<file path="src/rtl/fetch_stage_pkg.sv">
// fetch_stage_pkg: shared CPU constants for the fetch stage (reset PC, next-PC select encodings)
package fetch_stage_pkg;

    localparam logic [31:0] RESET_PC_DEFAULT = 32'h0000_3000;

    typedef enum logic [1:0] {
        NPC_SEQ = 2'b00,
        NPC_BEQ = 2'b01,
        NPC_J   = 2'b10,
        NPC_JR  = 2'b11
    } npc_sel_e;

endpackage

</file>
<file path="src/rtl/fetch_stage_npc.sv">
// npc: combinational next-PC selection for sequential, beq, j/jal and jr flow
module npc
    import fetch_stage_pkg::*;
(
    input  logic [31:0] pc_i,
    input  logic [31:0] id_pc_i,
    input  logic [1:0]  npc_sel_i,
    input  logic        cmp_out_i,
    input  logic [15:0] imm16_i,
    input  logic [25:0] imm26_i,
    input  logic [31:0] jr_target_i,
    output logic [31:0] npc_o
);

    logic [31:0] seq_pc;
    logic [31:0] br_pc;
    logic [31:0] j_pc;

    assign seq_pc = pc_i + 32'd4;
    assign br_pc  = id_pc_i + 32'd4 + {{14{imm16_i[15]}}, imm16_i, 2'b00};
    assign j_pc   = {id_pc_i[31:28], imm26_i, 2'b00};

    // Branch/jump targets are relative to the instruction in ID, the fall-through to the PC being fetched
    always_comb begin
        npc_o = (npc_sel_i == NPC_JR)                ? jr_target_i :
                (npc_sel_i == NPC_J)                 ? j_pc        :
                (npc_sel_i == NPC_BEQ && cmp_out_i)  ? br_pc       : seq_pc;
    end

endmodule

</file>
<file path="src/rtl/fetch_stage.sv">
// fetch_stage: PC register and IF/ID pipeline register with stall and one delay slot
module fetch_stage
    import fetch_stage_pkg::*;
#(
    parameter logic [31:0] RESET_PC = RESET_PC_DEFAULT
) (
    input  logic        clk,
    input  logic        reset,
    input  logic        stall,
    input  logic [1:0]  npc_sel,
    input  logic        cmp_out,
    input  logic [15:0] imm16,
    input  logic [25:0] imm26,
    input  logic [31:0] jr_target,
    output logic [31:0] imem_addr,
    input  logic [31:0] imem_rdata,
    output logic [31:0] id_instr,
    output logic [31:0] id_pc,
    output logic [31:0] id_pc8
);

    logic [31:0] pc_q, pc_d;
    logic [31:0] id_instr_q, id_instr_d;
    logic [31:0] id_pc_q, id_pc_d;
    logic [31:0] npc_val;

    npc u_npc (
        .pc_i        (pc_q),
        .id_pc_i     (id_pc_q),
        .npc_sel_i   (npc_sel),
        .cmp_out_i   (cmp_out),
        .imm16_i     (imm16),
        .imm26_i     (imm26),
        .jr_target_i (jr_target),
        .npc_o       (npc_val)
    );

    // A stall freezes everything, so a held branch is re-evaluated with fresh cmp_out on release
    always_comb begin
        pc_d       = stall ? pc_q       : npc_val;
        id_instr_d = stall ? id_instr_q : imem_rdata;
        id_pc_d    = stall ? id_pc_q    : pc_q;
    end

    // Reset wins over stall and any pending redirect
    always_ff @(posedge clk) begin
        if (reset) begin
            pc_q       <= RESET_PC;
            id_instr_q <= 32'h0000_0000;
            id_pc_q    <= 32'h0000_0000;
        end else begin
            pc_q       <= pc_d;
            id_instr_q <= id_instr_d;
            id_pc_q    <= id_pc_d;
        end
    end

    assign imem_addr = pc_q;
    assign id_instr  = id_instr_q;
    assign id_pc     = id_pc_q;
    assign id_pc8    = id_pc_q + 32'd8;

endmodule

</file>
<file path="config.mk">
export PLATFORM = sky130hd
export DESIGN_NAME = fetch_stage
export DESIGN_NICKNAME = d
export VERILOG_FILES = /design/src/rtl/fetch_stage_pkg.sv /design/src/rtl/fetch_stage_npc.sv /design/src/rtl/fetch_stage.sv
export SDC_FILE = /design/constraint.sdc
export NUM_CORES = 1
export LEC_CHECK = 0
export ABC_AREA = 1
export BUFFER_PORTS_ARGS = -buffer_cell sky130_fd_sc_hd__buf_2
export CAP_MARGIN = 20
export CORE_ASPECT_RATIO = 1.2
export CORE_MARGIN = 10
export CORE_UTILIZATION = 50
export DETAILED_ROUTE_END_ITERATION = 16
export GPL_TIMING_DRIVEN = 1
export PLACE_DENSITY = 0.84
export SLEW_MARGIN = 20
export SYNTH_ARGS = -nofsm -noshare
export SYNTH_HDL_FRONTEND = slang
export SYNTH_HIERARCHICAL = 1
export SYNTH_SLANG_ARGS = --single-unit
</file>
<file path="constraint.sdc">
create_clock -name clk -period 3.9 [get_ports clk]
set_clock_uncertainty 0.2 [all_clocks]
set_input_delay 0.39 -clock clk [delete_from_list [all_inputs] [get_ports clk]]
set_output_delay 0.39 -clock clk [all_outputs]
set_load 0.05 [all_outputs]
</file>
==> flow_metrics.env, run 1 <==
export IMPL_outcome="completed"
export IMPL_grt_ovfl_total=0
export IMPL_fp_dieH_um=161.6
export IMPL_die_area_um2=22300
export IMPL_holdCritPathClass="in -> reg"
export IMPL_worstPathRequired_ps=3950
export IMPL_mappedNetlistArea_um2=8353
export IMPL_grt_max_degree=61
export IMPL_area_delta_synth_final_pct=19.25
export IMPL_final_hold_viol_count=0
export IMPL_root_buffer="clkbuf_16"
export IMPL_cp_max_fo=6
export IMPL_synth_area_top_cells="dfxtp_1 23%, nand2_1 19%, nor2_1 13%"
export IMPL_grt_use_total_pct=27.65
export IMPL_synth_edf_count=0
export IMPL_max_slew_margin_pct=36.90
export IMPL_hp_start="imem_rdata[21]"
export IMPL_grt_busiest_layer="met2"
export IMPL_cp_start_kind="register"
export IMPL_critPathBufInv=0
export IMPL_worstPathArrival_ps=3060
export IMPL_critical_path_class="reg -> reg"
export IMPL_power_density_nw_per_um2=329.1
export IMPL_post_route_min_period_ps=3009
export IMPL_detail_route_vias_per_cell=5.367
export IMPL_diodes=0
export IMPL_cpLargestDelayFamily="simple AND/OR/NAND/NOR gates"
export IMPL_reg2reg_slack_ps=890
export IMPL_clk_latency_ps=360
export IMPL_post_cts_setup_buffers=0
export IMPL_cpMostUsedCell="nand3_1"
export IMPL_place_congestion=0.9979
export IMPL_portBuffers=239
export IMPL_postLayoutCoreUtil_pct=60.98
export IMPL_htreeDepth=3
export IMPL_clockBufferDepth=2
export IMPL_synth_main_ff_cell="dfxtp_1"
export IMPL_setup_tns_ps=0
export IMPL_r2r_start="id_pc[10]"
export IMPL_holdBufCountCts=0
export IMPL_path_cells="ha_1 > ha_1 > nand2_1 > nor2_1 > nand3_1 > nand3_1 > nand2_1 > nand3_1 > nand3_1 > nand3_1 > nand2_1 > o21ai_0 > nor2_1"
export IMPL_dp_hpwl_mm=25.02
export IMPL_cts_num_sinks=96
export IMPL_ys_seq_area_share_pct=23.01
export IMPL_fin_nets=1819
export IMPL_synth_top_cell_by_area="dfxtp_1"
export IMPL_yosysWarnings=6
export IMPL_gr_usage_met3_pct=5.152
export IMPL_syn_nets=1608
export IMPL_drc=0
export IMPL_path_clk_slew_ps=70
export IMPL_dr_pass1_iters=6
export IMPL_num_rows=51
export IMPL_postSynthCellCount=1436
export IMPL_whs_path_depth=3
export IMPL_worst_path_largest_cell_delay_ps=510
export IMPL_die_w_um=138.0
export IMPL_boundaryPins=240
export IMPL_fin_crit_sh_pct=77.15
export IMPL_ctsResizeCount=0
export IMPL_first_iter_violations=874
export IMPL_drtAntennaViolNets=0
export IMPL_ys_async_sr_fraction_pct=0
export IMPL_worstReg2RegEnd="imem_addr[18]"
export IMPL_finalSetupViolCount=0
export IMPL_cts_tree="done"
export IMPL_initial_utilization_pct=51.13
export IMPL_drive_gt1_share_pct=18.34
export IMPL_cts_buffers=9
export IMPL_slew_violations=0
export IMPL_tightestPinTransition_ps=945.1
export IMPL_reg2reg_depth=13
export IMPL_ys_ff_latch=96
export IMPL_antenna_found_initial=0
export IMPL_num_vias=10000
export IMPL_vdd_drop_max_mv=0.2156
export IMPL_finalWirelength_mm=31.31
export IMPL_critPathCaptureType="register"
export IMPL_rsz0062_at_grt="no"
export IMPL_cellLeakagePower_nw=5.424
export IMPL_ys_types=43
export IMPL_syn_avg_cell_area_um2=5.817
export IMPL_grt_pass1_vias=9445
export IMPL_grt_use_met1_pct=34.25
export IMPL_grt_use_met2_pct=45.99
export IMPL_wl_per_cell_um=16.80
export IMPL_critPathSlowestCell="dfxtp_1"
export IMPL_yosysTopAreaCellShare_pct=23.01
export IMPL_core_area_um2=16340
export IMPL_maxCapViolCount=0
export IMPL_grt_pass1_wl_mm=49.65
export IMPL_worstHoldEndpoint="id_instr[21]"
export IMPL_fmax_mhz=332.3
final cells by class:
| cell class | count | area [um^2] |
|---|---|---|
| clock inverter | 6 | 73.82 |
| sequential | 96 | 1922 |
| tap | 212 | 265.3 |
| inverter | 166 | 623.1 |
| clock buffer | 10 | 239.0 |
| multi-input combinational | 1127 | 5582 |
| fill | 1693 | 6375 |
| timing repair buffer | 247 | 1256 |
registers in the layout, indices dropped and copies added (netlist names):
| signal | cells |
|---|---|
| id_instr | 32 |
| id_pc | 32 |
| imem_addr | 32 |
cell usage in the layout, fill, tap and decap left out, types with 2 or more instances in the layout:
| cell | count |
|---|---|
| and2_1 | 3 |
| xnor2_1 | 9 |
| clkinvlp_4 | 2 |
| o22ai_1 | 2 |
| a22o_1 | 13 |
| buf_4 | 8 |
| dfxtp_1 | 96 |
| a21oi_1 | 31 |
| xor2_1 | 22 |
| inv_2 | 6 |
| nor2_4 | 7 |
| o21ai_0 | 108 |
| o211ai_1 | 2 |
| nand4_1 | 10 |
| nor2_2 | 10 |
| nor2_1 | 281 |
| nor3_2 | 4 |
| nand2_1 | 433 |
| nor3_1 | 9 |
| buf_2 | 239 |
| nand3_1 | 73 |
| o21bai_1 | 4 |
| inv_1 | 160 |
| o21ai_1 | 11 |
| nand2_2 | 7 |
| nand3b_1 | 13 |
| ha_1 | 59 |
| clkbuf_16 | 9 |
| a31oi_1 | 3 |
worst min-delay path: stages:
cell and delay [ps]:
buf_2 80, o21ai_1 50, nor2_1 70
Yosys cell counts (3+ instances only):
master,n
a21oi_1,31
nand2_2,7
buf_4,6
dfxtp_1,96
nand3_1,73
nand4_1,10
nand3b_1,13
nor2_2,9
buf_2,17
nor3_2,4
nor2_4,7
a22o_1,13
o21bai_1,4
xnor2_1,9
clkbuf_1,22
ha_1,59
o21ai_0,108
o21ai_1,11
inv_1,161
nand2_1,433
a31oi_1,3
inv_2,5
nor3_1,9
nor2_1,282
xor2_1,22
and2_1,3
worst max-delay path by stage:
stage | cells past startpoint | slack, ps | startpoint | end
3_5_place_dp | 17 | 900 | imm16[1] | imem_addr[11]
2_1_floorplan | 16 | 950 | id_pc[3] | imem_addr[11]
5_1_grt | 17 | 690 | id_pc[3] | imem_addr[23]
6_report | 13 | 890 | id_pc[10] | imem_addr[18]
3_3_place_gp | 14 | 980 | imm16[10] | imem_addr[18]
4_1_cts | 13 | 950 | id_pc[12] | imem_addr[18]
layer usage:
| layer | up-vias | share of wire, % | routed length, um |
|---|---|---|---|
| li1 | 4963 | - | - |
| met1 | 4556 | 41 | 12740 |
| met2 | 417 | 48 | 14950 |
| met3 | 68 | 8.0 | 2495 |
| met4 | 0 | 3.6 | 1126 |
| met5 | - | 0 | 0 |
logic make-up (layout without fill, tap and decap cells):
group           after synthesis  after routing  synth area share [%]
compound gates              180            180                 11.91
simple gates                856            856                 42.56
xor+xnor                     31             31                 3.250
buf+inv                     213            429                 10.20
flops                        96             96                 23.01
fa+ha+maj                    60             60                 9.077
through the flow:
step	setup slack [ps]	hold WS, ps	std cells	instance area [um^2]	power [W]
3_5_place_dp	901.4	266.6	1848	9648	0.002326
2_1_floorplan	952.1	325.0	1436	8353	0.001988
4_1_cts	954.8	52.52	1864	9961	0.003281
6_report	891.0	64.22	1864	9961	0.003278
5_1_grt	693.6	68.53	1864	9961	0.003456
3_3_place_gp	980.2	257.0	1848	9648	0.002309
where the power goes:
| group | total [W] | internal [W] | switching, W | leakage (nW) |
|---|---|---|---|---|
| registers | 0.00116 | 0.00105 | 0.000107 | 0.796 |
| logic | 0.00116 | 0.000330 | 0.000834 | 4.48 |
| clock network | 0.000957 | 0.000524 | 0.000433 | 0.147 |
Note: power is estimated with default switching activity, not from simulation.
==> inputs of run 2 (changes only) <==
--- a/config.mk
+++ b/config.mk
@@ -10,10 +10,10 @@
 export CAP_MARGIN = 20
 export CORE_ASPECT_RATIO = 1.2
 export CORE_MARGIN = 10
-export CORE_UTILIZATION = 50
+export CORE_UTILIZATION = 49
 export DETAILED_ROUTE_END_ITERATION = 16
 export GPL_TIMING_DRIVEN = 1
-export PLACE_DENSITY = 0.84
+export PLACE_DENSITY = 0.86
 export SLEW_MARGIN = 20
 export SYNTH_ARGS = -nofsm -noshare
 export SYNTH_HDL_FRONTEND = slang
==> constraint.sdc (replaced) <==
create_clock -name clk -period 2.6 [get_ports clk]
set_clock_uncertainty 0.2 [all_clocks]
set_input_delay 0.26 -clock clk [delete_from_list [all_inputs] [get_ports clk]]
set_output_delay 0.26 -clock clk [all_outputs]
set_load 0.05 [all_outputs]
==> flow_metrics.env, run 2 (synthesis results as in run 1) <==
export IMPL_cellLeakagePower_nw=6.071
export IMPL_hold_slack_ps=31.32
export IMPL_critical_path_class="reg -> out"
export IMPL_cts_buffers=9
export IMPL_worstReg2RegEnd="imem_addr[21]"
export IMPL_fin_nets=1943
export IMPL_grt_busiest_layer="met2"
export IMPL_cts_num_sinks=96
export IMPL_num_vias=10880
export IMPL_cpLargestDelayFamily="simple AND/OR/NAND/NOR gates"
export IMPL_startpoint="id_pc[10]"
export IMPL_place_ws_ps=-172.9
export IMPL_max_slew_margin_pct=56.12
export IMPL_mostFrequentLayoutCells="405 x nand2_1, 258 x nor2_1, 233 x buf_2"
export IMPL_diodes=0
export IMPL_boundaryPins=240
export IMPL_wl_per_cell_um=18.36
export IMPL_area_delta_synth_final_pct=41.06
export IMPL_initial_utilization_pct=49.76
export IMPL_power_density_nw_per_um2=460.6
export IMPL_clk_latency_ps=360
export IMPL_path_clk_slew_ps=80
export IMPL_post_route_min_period_ps=2599
export IMPL_worstHoldEndpoint="imem_addr[12]"
export IMPL_final_common_cell="nand2_1"
export IMPL_fp_dieH_um=163.0
export IMPL_reg2reg_slack_ps=30
export IMPL_tightestPinTransition_ps=657.2
export IMPL_fin_crit_sh_pct=99.97
export IMPL_die_area_um2=22690
export IMPL_grt_pass1_vias=10350
export IMPL_maxCapViolCount=0
export IMPL_rsz0062_at_grt="yes"
export IMPL_whs_path_depth=5
export IMPL_grt_max_degree=75
export IMPL_vdd_drop_max_mv=0.3438
export IMPL_r2r_start="id_pc[11]"
export IMPL_drtAntennaViolNets=0
export IMPL_grt_pass1_wl_mm=53.83
export IMPL_holdCritPathClass="in -> reg"
export IMPL_cp_start_kind="register"
export IMPL_critPathSlowestCell="dfxtp_2"
export IMPL_fmax_mhz=384.7
export IMPL_worst_path_largest_cell_delay_ps=360
export IMPL_dr_pass1_iters=6
export IMPL_outcome="completed"
export IMPL_postLayoutCoreUtil_pct=70.19
export IMPL_worst_slack_ps=0.6872
export IMPL_critPathBufInv=2
export IMPL_htreeDepth=3
export IMPL_hp_start="imm26[10]"
export IMPL_drive_gt1_share_pct=30.07
export IMPL_drc=0
export IMPL_slew_violations=0
export IMPL_finalWirelength_mm=36.57
export IMPL_clockBufferDepth=2
export IMPL_setup_tns_ps=0
export IMPL_root_buffer="clkbuf_16"
export IMPL_grt_use_total_pct=28.85
export IMPL_cpMostUsedCell="nand2_1"
export IMPL_worstPathArrival_ps=2140
export IMPL_reg2reg_depth=17
export IMPL_gr_usage_met3_pct=5.693
export IMPL_power_w=0.005428
export IMPL_first_iter_violations=1171
export IMPL_grt_use_met1_pct=33.77
export IMPL_grt_ovfl_total=0
export IMPL_cts_tree="done"
export IMPL_worstPathRequired_ps=2140
export IMPL_cp_max_fo=5
export IMPL_path_cells="buf_4 > nand2_1 > nor2_1 > nand2_1 > nor2_4 > nand3_1 > nand2_1 > buf_2"
export IMPL_final_hold_viol_count=0
export IMPL_dp_hpwl_mm=26.76
export IMPL_grt_use_met2_pct=49.37
export IMPL_die_w_um=139.2
export IMPL_num_rows=52
export IMPL_place_congestion=1.012
export IMPL_detail_route_vias_per_cell=5.463
export IMPL_antenna_found_initial=0
export IMPL_finalSetupViolCount=0
export IMPL_critPathCaptureType="output pin"
export IMPL_core_area_um2=16790
export IMPL_portBuffers=239
==> run 2: metal layers <==
metal | wire [um] | vias up | share of wire, %
met1 | 13780 | 4917 | 38
met2 | 17460 | 635 | 48
met5 | 0 | - | 0
li1 | - | 5195 | -
met4 | 2138 | 0 | 5.8
met3 | 3195 | 135 | 8.7
==> run 2: area by class of cell <==
class | count | area, um^2
Multi-Input combinational cell | 1127 | 6347
Clock buffer | 10 | 239.0
Inverter | 166 | 623.1
Timing Repair Buffer | 371 | 2295
Tap cell | 216 | 270.3
Clock inverter | 6 | 50.05
Fill cell | 1386 | 5004
Sequential cell | 96 | 1958
==> run 2: where the power goes <==
group          total (W)  switching (W)  leakage, nW  internal, W
Clock            0.00137       0.000679        0.142     0.000693
Combinational    0.00237        0.00154         5.12     0.000831
Sequential       0.00169       0.000108        0.805      0.00158
Total            0.00543        0.00232         6.07      0.00310
==> run 2: through the flow <==
step	cell area (um^2)	std cells
floorplan	8389	1436
global placement	10370	1941
detailed placement	10370	1941
CTS	11040	1989
global route	11780	1992
finish	11780	1992
==> run 2: how the worst max path moves through the flow <==
| stage | end | slack (ps) | cells after the start |
|---|---|---|---|
| floorplan | imem_addr[11] | -3 | 16 |
| global route | imem_addr[13] | -90 | 15 |
| finish | id_pc8[20] | 0.7 | 8 |
| CTS | imem_addr[24] | 2 | 16 |
| detailed placement | imem_addr[25] | -170 | 16 |
| global placement | imem_addr[25] | -200 | 16 |
==> run 2: worst reg2reg max path: cells and delay by family (launching register included) <==
kind                       cells  cell delay (ps)
AOI/OAI and AO/OA              2              240
adders and majority gates      2              610
buffers and inverters          2              180
DFF                            1              330
and+or+nand+nor               11              930
==> run 2: timing repair <==
item	4_1_cts	5_1_grt
pin swaps	2	22
endpoints found under the hold margin	32	0
endpoints found under the setup margin	19	30
setup buffers	0	3
gates resized for setup	19	141
hold buffers	32	0
==> inputs of run 3 (changes only) <==
--- a/config.mk
+++ b/config.mk
@@ -14,6 +14,7 @@
 export DETAILED_ROUTE_END_ITERATION = 16
 export GPL_TIMING_DRIVEN = 1
 export PLACE_DENSITY = 0.86
+export REMOVE_ABC_BUFFERS = 1
 export SLEW_MARGIN = 20
 export SYNTH_ARGS = -nofsm -noshare
 export SYNTH_HDL_FRONTEND = slang
==> flow_metrics.env, run 3 (synthesis results as in run 1) <==
export IMPL_power_clock_fraction_pct=25.6
export IMPL_finalSetupViolCount=1
export IMPL_seq_power_share_pct=31.1
export IMPL_drive_gt1_share_pct=29.07
export IMPL_fillCellCount=1407
export IMPL_grt_pass1_vias=10410
export IMPL_worst_path_largest_cell_delay_ps=330
export IMPL_htreeDepth=3
export IMPL_cts_tree="done"
export IMPL_dp_hpwl_mm=26.09
export IMPL_initial_utilization_pct=49.76
export IMPL_gr_usage_met3_pct=6.245
export IMPL_grt_max_degree=97
export IMPL_grt_pass1_wl_mm=54.21
export IMPL_drc=0
export IMPL_power_w=0.005406
export IMPL_portBuffers=239
export IMPL_reg2reg_slack_ps=-20
export IMPL_grt_use_total_pct=29.20
export IMPL_num_vias=11000
export IMPL_cpMostUsedCell="nand2_1"
export IMPL_worstPathArrival_ps=2670
export IMPL_first_iter_violations=1275
export IMPL_critPathSlowestCell="dfxtp_1"
export IMPL_boundaryPins=240
export IMPL_fin_nets=1932
export IMPL_finalWirelength_mm=37.00
export IMPL_final_hold_viol_count=0
export IMPL_multi_input_comb_area_um2=6375
export IMPL_cts_buffers=9
export IMPL_diodes=0
export IMPL_worst_slack_ps=-16.00
export IMPL_wl_per_cell_um=18.68
export IMPL_clk_latency_ps=360
export IMPL_rsz0062_at_grt="yes"
export IMPL_slew_violations=0
export IMPL_detail_route_vias_per_cell=5.555
export IMPL_outcome="complete, but fails checks"
export IMPL_fp_dieH_um=163.0
export IMPL_path_cells="ha_1 > ha_4 > nand2_2 > inv_1 > nand2_1 > nand2_1 > nand2_1 > nand3_4 > xor2_1 > nor2_1 > o21bai_1 > o21ai_0 > nor2_1"
export IMPL_die_w_um=139.2
export IMPL_critical_path_class="reg -> reg"
export IMPL_drtAntennaViolNets=0
export IMPL_clockBufferDepth=2
export IMPL_post_route_min_period_ps=2616
export IMPL_vdd_drop_max_mv=0.6836
export IMPL_worstPathRequired_ps=2650
export IMPL_p_comb_share_pct=43.3
export IMPL_fmax_mhz=382.3
export IMPL_p_int_w=0.003062
export IMPL_core_area_um2=16790
export IMPL_cp_max_fo=4
export IMPL_place_congestion=0.9933
export IMPL_area_delta_synth_final_pct=40.58
export IMPL_mostFrequentLayoutCells="402 x nand2_1, 258 x nor2_1, 230 x buf_2"
export IMPL_tightestPinTransition_ps=664.3
export IMPL_cp_start_kind="register"
export IMPL_power_density_nw_per_um2=460.4
export IMPL_grt_ovfl_total=0
export IMPL_cellLeakagePower_nw=6.068
export IMPL_postLayoutCoreUtil_pct=69.95
export IMPL_num_rows=52
export IMPL_seq_area_um2=1927
export IMPL_maxCapViolCount=0
export IMPL_cts_num_sinks=96
export IMPL_die_area_um2=22690
export IMPL_critPathCaptureType="register"
export IMPL_grt_busiest_layer="met2"
export IMPL_holdCritPathClass="in -> reg"
export IMPL_antenna_found_initial=0
export IMPL_p_sw_w=0.002344
export IMPL_fin_crit_sh_pct=100.6
export IMPL_path_clk_slew_ps=80
export IMPL_dr_pass1_iters=7
export IMPL_grt_use_met1_pct=33.65
export IMPL_grt_use_met2_pct=50.52
export IMPL_max_slew_margin_pct=55.65
export IMPL_violations="negative setup slack"
export IMPL_root_buffer="clkbuf_16"
export IMPL_swShare_pct=43.36
export IMPL_final_common_cell="nand2_1"
[run 3: cell count changes in the layout (fill, tap and decap cells not counted), moves of 4 or more]
cell     delta
nand3_2     +5
buf_4      -12
o21ai_0     +4
dfxtp_2    -19
nand3_1     -5
o21ai_2     +4
dfxtp_1    +21
o21ai_1     -8
[run 3: critical path: cells and delay by family, from the launching register on]
kind                       cells  cell delay [ps]
AOI/OAI and AO/OA              2              290
xor gates and xnor gates       1              180
adders and majority gates      2              610
and+or+nand+nor                7              840
buffers and inverters          1               60
DFF                            1              330
[run 3: per-layer routing]
layer,up-vias,wire length [um]
met5,-,0
met4,0,1944
met3,148,3448
met2,638,17980
met1,5045,13620
li1,5173,-
[run 3: final timing paths]
check          startpoint             to  depth (start not counted)
min             imm26[11]  imem_addr[13]                          5
max              id_pc[9]  imem_addr[14]                         13
max reg2reg      id_pc[9]  imem_addr[14]                         13
min reg2reg  id_instr[18]   id_instr[18]                          2
[run 3: area by class of cell]
class	count	area share [%]
clock buffer	9	1.918
inverter	166	5.306
sequential	96	16.41
tap	216	2.302
multi-input combinational	1127	54.29
clock inverter	7	0.6180
timing repair buffer	360	19.16
[run 3: power groups by stage]
stage	Combinational (W)	Sequential, W	Clock [W]
final	0.00234	0.00168	0.00138
after global routing	0.00249	0.00170	0.00144
after CTS	0.00203	0.00167	0.00139
after detailed placement	0.00195	0.00171	0
after global placement	0.00193	0.00170	0
after floorplan	0.000853	0.00209	0
[run 3: metrics by stage]
| step | cells | cell area, um^2 | TNS [ps] | setup slack, ps | hold WS (ps) |
|---|---|---|---|---|---|
| floorplan | 1389 | 8124 | -6205 | -420.5 | 151.9 |
| global placement | 1928 | 10260 | -1127 | -135.9 | 256.5 |
| detailed placement | 1928 | 10260 | -2031 | -206.8 | 267.4 |
| CTS | 1976 | 10970 | -20.41 | -20.41 | 7.531 |
| global route | 1981 | 11740 | -566.0 | -79.67 | 56.15 |
| finish | 1981 | 11740 | -16.00 | -16.00 | 23.74 |
[run 3: timing repair]
action                                  in CTS  in global routing
hold endpoints to repair                    31                  0
endpoints found under the setup margin      20                 32
gates resized for setup                     25                154
setup buffers                                1                  5
pin swaps                                   10                 35
cloned                                       0                  0
hold buffers                                31                  0
